<file path="src/rtl/bp_be_fe_cmd_gen.sv">
// Backend-to-frontend command generator: arbitrates redirect / ITLB-fill / fence
// requests, stamps an issue tag, and queues commands toward the FE command port.
module bp_be_fe_cmd_gen #(
  parameter int vaddr_width_p = 39,
  parameter int ptag_width_p  = 28,
  parameter int fifo_els_p    = 2
) (
  input  logic                     clk_i,
  input  logic                     reset_n_i,

  input  logic                     redirect_v_i,
  input  logic [vaddr_width_p-1:0] redirect_pc_i,
  output logic                     redirect_ready_o,

  input  logic                     itlb_fill_v_i,
  input  logic [vaddr_width_p-1:0] itlb_fill_vaddr_i,
  input  logic [ptag_width_p-1:0]  itlb_fill_ptag_i,
  output logic                     itlb_fill_ready_o,

  input  logic                     fence_v_i,
  output logic                     fence_ready_o,

  output logic                     fe_cmd_v_o,
  output logic [2:0]               fe_cmd_opcode_o,
  output logic [vaddr_width_p-1:0] fe_cmd_vaddr_o,
  output logic [ptag_width_p-1:0]  fe_cmd_ptag_o,
  output logic [7:0]               fe_cmd_itag_o,
  input  logic                     fe_cmd_ready_i,

  output logic                     idle_o
);

  localparam int ptr_w = $clog2(fifo_els_p);
  localparam int cnt_w = ptr_w + 1;
  localparam logic [cnt_w-1:0] full_cnt = cnt_w'(fifo_els_p);
  localparam logic [63:0] boot_pc = 64'h0000_0000_8000_0124;

  localparam logic [2:0] op_state_reset  = 3'd0;
  localparam logic [2:0] op_pc_redirect  = 3'd1;
  localparam logic [2:0] op_itlb_fill    = 3'd2;
  localparam logic [2:0] op_icache_fence = 3'd3;

  typedef enum logic [1:0] {
    ST_INIT,
    ST_RUN,
    ST_FENCE_WAIT
  } state_e;

  typedef struct packed {
    logic [2:0]               opcode;
    logic [vaddr_width_p-1:0] vaddr;
    logic [ptag_width_p-1:0]  ptag;
    logic [7:0]               itag;
  } cmd_t;

  state_e           state_q, state_d;
  logic [7:0]       itag_q, itag_d;
  logic [ptr_w-1:0] rd_ptr_q, rd_ptr_d;
  logic [ptr_w-1:0] wr_ptr_q, wr_ptr_d;
  logic [cnt_w-1:0] count_q, count_d;
  cmd_t             cmd_mem [fifo_els_p];

  cmd_t head;
  cmd_t enq_cmd;
  logic enq, deq, full, run;

  assign head = cmd_mem[rd_ptr_q];
  assign full = (count_q == full_cnt);
  assign run  = (state_q == ST_RUN);
  assign deq  = fe_cmd_v_o & fe_cmd_ready_i;

  // Ready depends only on not-full, so a full FIFO refuses even while draining.
  assign redirect_ready_o  = run & ~full;
  assign itlb_fill_ready_o = run & ~full & ~redirect_v_i;
  assign fence_ready_o     = run & ~full & ~redirect_v_i & ~itlb_fill_v_i;

  always_comb begin
    // NOTE: every combinational output gets a default first so no path infers a latch.
    state_d        = state_q;
    enq            = 1'b0;
    enq_cmd        = '0;
    enq_cmd.itag   = itag_q;

    case (state_q)
      ST_INIT: begin
        enq           = 1'b1;
        enq_cmd.opcode = op_state_reset;
        enq_cmd.vaddr  = boot_pc[vaddr_width_p-1:0];
        state_d        = ST_RUN;
      end
      ST_RUN: begin
        if (redirect_ready_o && redirect_v_i) begin
          enq            = 1'b1;
          enq_cmd.opcode = op_pc_redirect;
          enq_cmd.vaddr  = redirect_pc_i;
        end else if (itlb_fill_ready_o && itlb_fill_v_i) begin
          enq            = 1'b1;
          enq_cmd.opcode = op_itlb_fill;
          enq_cmd.vaddr  = itlb_fill_vaddr_i;
          enq_cmd.ptag   = itlb_fill_ptag_i;
        end else if (fence_ready_o && fence_v_i) begin
          enq            = 1'b1;
          enq_cmd.opcode = op_icache_fence;
          state_d        = ST_FENCE_WAIT;
        end
      end
      ST_FENCE_WAIT: begin
        if (deq && head.opcode == op_icache_fence) state_d = ST_RUN;
      end
      default: state_d = ST_INIT;
    endcase

    itag_d   = enq ? itag_q + 8'd1 : itag_q;
    wr_ptr_d = enq ? wr_ptr_q + 1'b1 : wr_ptr_q;
    rd_ptr_d = deq ? rd_ptr_q + 1'b1 : rd_ptr_q;
    count_d  = count_q + cnt_w'(enq) - cnt_w'(deq);
  end

  // NOTE: sequential state uses non-blocking assignments so all flops update together.
  always_ff @(posedge clk_i or negedge reset_n_i) begin
    if (!reset_n_i) begin
      state_q  <= ST_INIT;
      itag_q   <= '0;
      rd_ptr_q <= '0;
      wr_ptr_q <= '0;
      count_q  <= '0;
    end else begin
      state_q  <= state_d;
      itag_q   <= itag_d;
      rd_ptr_q <= rd_ptr_d;
      wr_ptr_q <= wr_ptr_d;
      count_q  <= count_d;
    end
  end

  // NOTE: storage is not reset; the count qualifies it and outputs are zeroed when empty.
  always_ff @(posedge clk_i) begin
    if (enq) cmd_mem[wr_ptr_q] <= enq_cmd;
  end

  assign fe_cmd_v_o      = (count_q != '0);
  assign fe_cmd_opcode_o = fe_cmd_v_o ? head.opcode : '0;
  assign fe_cmd_vaddr_o  = fe_cmd_v_o ? head.vaddr  : '0;
  assign fe_cmd_ptag_o   = fe_cmd_v_o ? head.ptag   : '0;
  assign fe_cmd_itag_o   = fe_cmd_v_o ? head.itag   : '0;
  assign idle_o          = run & ~fe_cmd_v_o;

endmodule

</file>
<file path="config.mk">
export PLATFORM = sky130hd
export DESIGN_NAME = bp_be_fe_cmd_gen
export DESIGN_NICKNAME = d
export VERILOG_FILES = /design/src/rtl/bp_be_fe_cmd_gen.sv
export SDC_FILE = /design/constraint.sdc
export NUM_CORES = 1
export LEC_CHECK = 0
export CORE_MARGIN = 2
export CORE_UTILIZATION = 52
export CTS_BUF_LIST = sky130_fd_sc_hd__clkbuf_8 sky130_fd_sc_hd__clkbuf_16
export DETAILED_ROUTE_END_ITERATION = 16
export GPL_TIMING_DRIVEN = 0
export PLACE_DENSITY = 0.95
export SLEW_MARGIN = 10
export SYNTH_ARGS = -nofsm -noshare
export SYNTH_HDL_FRONTEND = slang
export SYNTH_SLANG_ARGS = --single-unit
</file>
<file path="constraint.sdc">
create_clock -name clk_i -period 13.3 [get_ports clk_i]
set_input_delay 1.995 -clock clk_i [delete_from_list [all_inputs] [get_ports clk_i]]
set_output_delay 1.995 -clock clk_i [all_outputs]
set_load 0.1 [all_outputs]
</file>
==> flow_summary.json <==
{
  "rsz0062_at_grt": "false",
  "drt_iter0_markers": 353,
  "cts_resized": 0,
  "yosysMostFrequentCell": "edfxtp_1",
  "fin_crit_ns": 6.02,
  "clock-root-buffer": "clkbuf_16",
  "io_buffer_count": 193,
  "regToRegSetupSlack_ns": 10.61,
  "setup_tns_ns": 0,
  "worstPathRequired_ns": 11.31,
  "drt_pass1_iterations": 7,
  "area_growth_pct": 40.0,
  "synth.avg_cell_area_um2": 15.0,
  "hold_violations": 0,
  "clock_latency_ns": 0.42,
  "hold_class": "reg -> reg",
  "antenna_cells": 0,
  "slew_headroom_pct": 29.9,
  "r2r-end": "cmd_mem[0][19]",
  "whs_path_depth": 1,
  "fin_nets": 807,
  "wl_per_cell_um": 19.9,
  "cp_common_cell": "clkdlybuf4s50_1",
  "cts_buffer_depth": 2,
  "max_clock_freq_mhz": 166,
  "yosys_register_bits": 168,
  "initial_core_util_pct": 53.5,
  "report.final.slew_viol_count": 0,
  "cp-start-kind": "primary input",
  "synth_edf_count": 154,
  "grt_antenna_before_repair": 0,
  "die_h_um": 121,
  "post-dp-hpwl_um": 12200,
  "routabilityCongestion": 0.864,
  "status": "finished, final reports clean",
  "via_per_inst": 5.46,
  "synthArstFlopShare_pct": 8.33,
  "yosysTopAreaCell": "edfxtp_1",
  "finalSetupViolations": 0,
  "first_global_vias": 5132,
  "slowest_stage": "clkdlybuf4s50_1",
  "r2r_cells": 6,
  "vias": 4811,
  "tightest_slew_ns": 1.05,
  "row_count": 42,
  "syn_area_um2": 7150,
  "hold_buffers": 0,
  "grt_max_degree": 41,
  "worstSetupPathType": "in -> out",
  "synthCells": 477,
  "wirelength_um": 17600,
  "cts.clk_slew.worst_paths_ns": 0.06,
  "ys_seq_area_share_pct": 69.6,
  "synth_commonest_cells": "154 x edfxtp_1, 87 x nor2_1, 77 x mux2i_1",
  "tritoncts": "built",
  "grt_pass1_wl_um": 26000,
  "skew_ns": 0.00583,
  "grt-ovfl-total": 0,
  "die-area_um2": 14700,
  "end_kind": "output pin",
  "critPathMaxStageDelay_ns": 1.16,
  "crit_arrival_ns": 4.03,
  "ys_warn_count": 0,
  "ios": 195,
  "yosysTopAreaCellShare_pct": 64.7,
  "clkSinkCount": 168,
  "htree_levels": 4,
  "cts-buffers-inserted": 17,
  "cp_max_fo": 7,
  "drcViolationCount": 0,
  "die_w_um": 121,
  "synth_area_leaders": "edfxtp_1 65%, mux2i_1 11%, dfrtp_1 4.9%, nor2_1 4.6%, a22o_1 4.3%",
  "hold_end": "count_q[1]",
  "path_cells": "clkdlybuf4s50_1, nor3_1, clkdlybuf4s50_1",
  "synthFlopType": "edfxtp_1",
  "final_cells": 881,
  "hp-start": "count_q[1]",
  "maxCapViolCount": 0,
  "synth_nets": 592,
  "fin_crit_sh_pct": 45.3,
  "dp_cells": 849,
  "grt_usage_pct": 24.0,
  "r2r_start": "count_q[1]",
  "ant_nets": 0,
  "coreArea_um2": 13300,
  "drive_gt1_share_pct": 8.65,
  "post_cts_buffers": 0,
  "ys_types": 36
}
## through the flow
stage	instance area [um^2]	hold slack [ns]	utilization (%)	setup WS [ns]
final	10000	0.526	74.9	7.28
after global routing	10000	0.558	74.9	7.21
after CTS	10000	0.529	74.9	7.28
after detailed placement	9370	0.488	70.2	7.28
after global placement	9300	0.471	69.7	4.75
after floorplan	7150	0.454	-	7.09
## cells in the final DEF, fill, tap and decap left out, types with 6 or more instances in the layout
cell	count
nor2_1	86
clkdlybuf4s50_1	193
edfxtp_1	154
and2_1	29
a22o_1	35
xor2_1	6
inv_1	6
dfrtp_1	14
clkbuf_16	17
clkbuf_1	8
buf_2	13
mux2i_1	77
## per-layer routing
layer  share of wire [%]  vias up  track usage [%]
li1                    -     2194                -
met1                  38     2332             27.0
met2                  52      225             42.3
met3                 5.9       60             5.08
met4                 4.6        0             13.4
met5                   0        -                0
## kinds of logic after synthesis
family          after synthesis  share of synthesized area [%]
compound gates               44                           5.48
mux                          78                           10.9
fa+ha+maj                     3                          0.525
other cells                   1                         0.0525
buf+inv                      35                           2.43
xor+xnor                     11                           1.35
simple gates                137                           9.61
flops                       168                           69.6
## worst max-delay path, delay by kind of cell
family	cells	cell delay, ns
and+or+nand+nor	1	0.27
buffers and inverters	2	1.77
## sequential cells by signal (all words and copies together), names as in the netlist
| signal | count |
|---|---|
| cmd_mem | 154 |
| itag_q | 8 |
| rd_ptr_q | 1 |
| wr_ptr_q | 1 |
| state_q | 2 |
| count_q | 2 |
## worst max-delay path by stage
stage	from	endpoint	slack [ns]	depth (start not counted)
floorplan	itlb_fill_v_i	cmd_mem[0][0]	7.09	4
global placement	redirect_v_i	cmd_mem[0][60]	4.75	5
detailed placement	redirect_v_i	fence_ready_o	7.28	3
CTS	redirect_v_i	fence_ready_o	7.28	3
global route	redirect_v_i	fence_ready_o	7.21	3
finish	redirect_v_i	fence_ready_o	7.28	3
## layout make-up
type / instances / area (um^2)
tap: 176 / 220
inverter: 5 / 18.8
buffer: 30 / 155
clock inverter: 15 / 209
clock buffer: 17 / 425
multi-input combinational: 274 / 2010
sequential: 168 / 4970
timing repair buffer: 196 / 1990
fill: 812 / 3340
Power is left out: the tool's default activity adds up to more than one toggle a clock period on the data nets, which glitch-free logic cannot reach.
